==> src/rtl/conv_accel_sequencer.sv <==
// Per-window job sequencer for the convolution accelerator: load, start, wait, return result.
// Optional WAIT timeout with sticky err is enabled by defining CONV_SEQ_TIMEOUT_EN.
module conv_accel_sequencer #(
   parameter int DATA_W  = 32,
   parameter int WIN_LEN = 9,
   parameter int TIMEOUT = 1024
) (
   input  logic              Clk,
   input  logic              Rst,
   input  logic              clr,
   input  logic              s_valid,
   output logic              s_ready,
   input  logic [DATA_W-1:0] s_data,
   output logic [DATA_W-1:0] acc_data,
   output logic              acc_wr,
   input  logic              acc_full,
   input  logic              acc_empty,
   output logic              acc_start,
   input  logic              acc_ready,
   input  logic [DATA_W-1:0] acc_sum,
   output logic              r_valid,
   input  logic              r_ready,
   output logic [DATA_W-1:0] r_data,
   output logic              busy,
   output logic              err,
   output logic [15:0]       job_cnt
);

   typedef enum logic [2:0] {
      IDLE, LOAD, START, WAIT, RESULT, ERROR
   } state_t;

   localparam logic [7:0] LAST = 8'(WIN_LEN);

   state_t     state, state_d;
   logic [7:0] cnt, cnt_nxt;
   logic       take, last, rdy, tmo;
   logic       unused;

   assign s_ready = Rst && !clr && !acc_full
                    && (state == IDLE || state == LOAD);
   assign take    = s_valid && s_ready;
   assign cnt_nxt = (state == IDLE) ? 8'd1 : cnt + 8'd1;
   assign last    = (cnt_nxt == LAST);
   // the accelerator may still show a stale cReady while cStart is high
   assign rdy     = acc_ready && !acc_start;
   assign busy    = (state != IDLE);
   assign unused  = acc_empty | (TIMEOUT == 0);

   always_comb begin
      state_d = state;
      unique case (state)
         IDLE:    if (take) state_d = last ? START : LOAD;
         LOAD:    if (take && last) state_d = START;
         START:   state_d = WAIT;
         WAIT: begin
            if (rdy)      state_d = RESULT;
            else if (tmo) state_d = ERROR;
         end
         RESULT:  if (r_ready) state_d = IDLE;
         ERROR:   state_d = ERROR;
         default: state_d = IDLE;
      endcase
      if (clr) state_d = IDLE;
   end

   always_ff @(posedge Clk or negedge Rst) begin
      if (!Rst) state <= IDLE;
      else      state <= state_d;
   end

   always_ff @(posedge Clk or negedge Rst) begin
      if (!Rst) begin
         cnt       <= '0;
         acc_data  <= '0;
         acc_wr    <= 1'b0;
         acc_start <= 1'b0;
         r_valid   <= 1'b0;
         r_data    <= '0;
         job_cnt   <= '0;
      end else if (clr) begin
         cnt       <= '0;
         acc_wr    <= 1'b0;
         acc_start <= 1'b0;
         r_valid   <= 1'b0;
      end else begin
         acc_wr    <= take;
         acc_start <= (state == START);
         if (take) begin
            acc_data <= s_data;
            cnt      <= cnt_nxt;
         end
         if (state == WAIT && rdy) begin
            r_data  <= acc_sum;
            r_valid <= 1'b1;
         end
         if (state == RESULT && r_ready) begin
            r_valid <= 1'b0;
            job_cnt <= job_cnt + 16'd1;
         end
      end
   end

`ifdef CONV_SEQ_TIMEOUT_EN
   localparam int TW = $clog2(TIMEOUT + 1);
   localparam logic [TW-1:0] TLAST = TW'(TIMEOUT - 1);

   logic [TW-1:0] tcnt;
   logic          err_q;

   assign tmo = (state == WAIT) && !rdy && (tcnt == TLAST);
   assign err = err_q;

   always_ff @(posedge Clk or negedge Rst) begin
      if (!Rst) begin
         tcnt  <= '0;
         err_q <= 1'b0;
      end else if (clr) begin
         tcnt  <= '0;
         err_q <= 1'b0;
      end else begin
         tcnt <= (state == WAIT) ? tcnt + TW'(1) : '0;
         if (tmo) err_q <= 1'b1;
      end
   end
`else
   assign tmo = 1'b0;
   assign err = 1'b0;
`endif

endmodule
==> config.mk <==
export PLATFORM = sky130hd
export DESIGN_NAME = conv_accel_sequencer
export DESIGN_NICKNAME = d
export VERILOG_FILES = /design/src/rtl/conv_accel_sequencer.sv
export SDC_FILE = /design/constraint.sdc
export NUM_CORES = 1
export LEC_CHECK = 0
export BUFFER_PORTS_ARGS = -buffer_cell sky130_fd_sc_hd__buf_2
export CAP_MARGIN = 20
export CORE_MARGIN = 10
export CORE_UTILIZATION = 40
export DETAILED_ROUTE_END_ITERATION = 16
export HOLD_SLACK_MARGIN = 0.12
export PLACE_DENSITY = 0.7
export SKIP_CTS_REPAIR_TIMING = 1
export SLEW_MARGIN = 20
export SYNTH_ARGS = -nofsm -noshare
export SYNTH_HDL_FRONTEND = slang
export SYNTH_SLANG_ARGS = --single-unit
==> constraint.sdc <==
create_clock -name Clk -period 1.82 [get_ports Clk]
set_input_delay 0.364 -clock Clk [delete_from_list [all_inputs] [get_ports Clk]]
set_output_delay 0.364 -clock Clk [all_outputs]
set_load 0.1 [all_outputs]
==> results by group <==
Outcome
  – Status: finished, final reports clean

Floorplanning
  – # rows: 36
  – Core Box Area: 0.00986 sq mm
  – Die W: 121 um
  – DIE AREA: 0.0147 sq mm
  – Ports: 158
  – Initial core utilization: 41.5%
  – Die Span Y: 121 um

Route
  – Antenna Nets Post-Route: 0
  – DRC Markers: 0
  – Wirelength, routed: 10.1 mm
  – DR vias/cell: 4.79
  – DRT Pass-1 Iters: 4
  – Iter 0 DRT Violations: 129
  – Mean routed wirelength per cell: 16.9 um
  – Total number of vias: 2843

Cells and area
  – Commonest cells after routing, fill and taps aside: buf_2, dfrtp_1, mux2_4, mux2_2, buf_4
  – Nets: 531
  – Final core occ: 54.0%
  – Most common cell after layout, fill and taps aside: buf_2
  – Diodes inserted: 0
  – Layout cells sized above 1: 56.2%
  – Area Growth Syn to Fin: 30.1%
  – Final non-filler cell total: 594

Clocking
  – # clock sinks: 94
  – Clock Tree Buf Depth: 2
  – CTS tree: yes
  – Reg clk slew, reported paths: 0.09 ns
  – Cts bufs inserted: 9
  – Clk_lat worst skew: 0.36 ns
  – H-tree Lvls: 3
  – CTS Root Cell: clkbuf_8

Min path
  – Type of the tightest min-delay check: input pin to asynchronous set/reset pin

Synth
  – Mapped cell area: 0.00410 sq mm
  – Synth unique cells: 49
  – FF+latch count, synth: 94
  – Synth Flop Type: dfrtp_1
  – Post-Syn Instances: 287
  – Syn nets: 361
  – Ranking of synthesized cells by area: dfrtp_1, mux2_4, mux2_2, mux2_1, xor2_1
  – Largest area contributor in the synthesized netlist: dfrtp_1
  – Mean Syn Cell Area: 14.3 sq um
  – Post-synthesis sequential area ratio: 57.4%
  – Post-synth EDFFs: 0
  – Share of the synthesized area in the top cell type: 57.4%
  – Ys Warns: 0
  – Asr flop ratio synth: 100%

Worst setup path
  – Setup crit start kind: flip-flop
  – CP endpoint kind: output pin
  – Crit path DAT: 1.43 ns
  – Worst EP required: 1.46 ns
  – CP Class: flip-flop to output pin
  – Critical Path Fanout Max: 6

Power
  – Switch share: 41.7%
  – Clock power frac: 23.3%
  – Comb pwr share: 32.6%
  – Static leakage: 2.80 nW
  – Max IR drop VDD: 575 uV
  – Switching power: 2.19 mW
  – P per Cell Area: 985 mW/mm^2
  – Overall Power: 5.25 mW
  – P_int: 3.06 mW
  – Flop pwr share: 44.1%

Timing
  – Final Cycle Share: 98.7%
  – Fin Setup TNS: 0 ns
  – RSZ-0062 raised after global routing: yes
  – Clock skew: 0.0103 ns
  – Final Hold Vio Count: 0
  – # setup viols final: 0
  – Slew margin rel.: 60.1%
  – Final hold slack: 0.108 ns
  – Minimum clock period after layout: 1.80 ns
  – Final number of max-transition violations: 0
  – Worst Tran Pin Value: 0.598 ns
  – Maximum clock frequency: 0.557 GHz

GRT
  – Total track usage: 13.7%
  – Antenna violations before repair: 0
  – Total grt overflow: 0
  – Largest net degree at the start of global routing: 50
  – Vias in the first global route: 2944
  – Global-route wire length before repair: 15.8 mm

Placed design
  – I/O Buffers: 155
  – GP Congestion: 0.852
  – Placed Instances: 578
  – Post-DP HPWL: 7.82 mm

Run
  – Max-cap violations: 0
## routing by layer
layer | vias to the layer above | track usage, % | wire length [um]
met5 | - | 0 | 0
met1 | 1395 | 16.1 | 4130
met4 | 0 | 7.00 | 232
met3 | 15 | 3.21 | 504
li1 | 1350 | - | -
met2 | 83 | 22.8 | 5180
## cell type report
class	instances	area (sq um)
sequential	94	2370
timing repair buffer	172	977
multi-input combinational	173	1620
clock buffer	11	141
fill	854	4530
tap	133	166
inverter	7	26.3
clock inverter	4	25.0
## final timing paths
path,startpoint,end,slack (ns),cells past startpoint
worst max-delay path,state[1],s_ready,0.02,3
worst min-delay path,Rst,acc_data[5],0.11,2
worst max register to register,acc_start,r_data[5],0.05,4
worst min register to register,job_cnt[15],job_cnt[15],0.48,1
max in group asynchronous,Rst,acc_start,0.63,3
min in group Clk,acc_sum[10],r_data[10],0.20,2
## power groups by stage
stage,clock (mW),combinational [mW],sequential (mW)
after floorplan,0,0.194,3.53
after global placement,0,1.72,2.35
after detailed placement,0,1.73,2.36
after CTS,1.26,1.73,2.32
after global routing,1.36,1.77,2.33
final,1.22,1.71,2.31
## kinds of logic (layout without fill, tap and decap cells)
kind of cell	count (synthesis)	count (layout)	synth area share (%)
buf+inv	20	194	3.54
flops	94	94	57.4
compound gates	22	22	3.39
mux	65	65	20.6
xor+xnor	20	20	4.27
other cells	1	1	0.0915
fa+ha+maj	2	2	0.611
simple gates	63	63	10.1
## synth_stat cells, drive strengths merged (2+ instances only)
library cell and n:
a211oi 2, a21o 2, a21oi 4, and3 2, and3b 2, and4 3
buf 11, clkbuf 2, dfrtp 94, ha 2, inv 7, mux2 65
nand2 13, nand2b 2, nand3 7, nand4 5, nor2 9, nor2b 2
nor3 4, nor3b 3, nor4 2, o21ai 7, o22ai 2, xnor2 7
xor2 13
## worst max-delay path, stage by stage, from the launching register on
cell and delay, ns:
dfrtp_1 0.40, buf_6 0.15, nor4_4 0.30, buf_12 0.21
## sequential cells by signal (all words and copies together), names as in the netlist
name       cells
acc_data      32
cnt            8
job_cnt       16
r_valid        1
r_data        32
acc_wr         1
state          3
acc_start      1
## metrics by stage
stage	cell area (sq um)	setup slack (ns)
after floorplan	4140	-0.132
after global placement	5140	-0.0328
after detailed placement	5140	-0.0653
after CTS	5310	-0.0500
after global routing	5330	-0.0513
final	5330	0.0238
No activity file was read; power rests on OpenSTA's default activity.
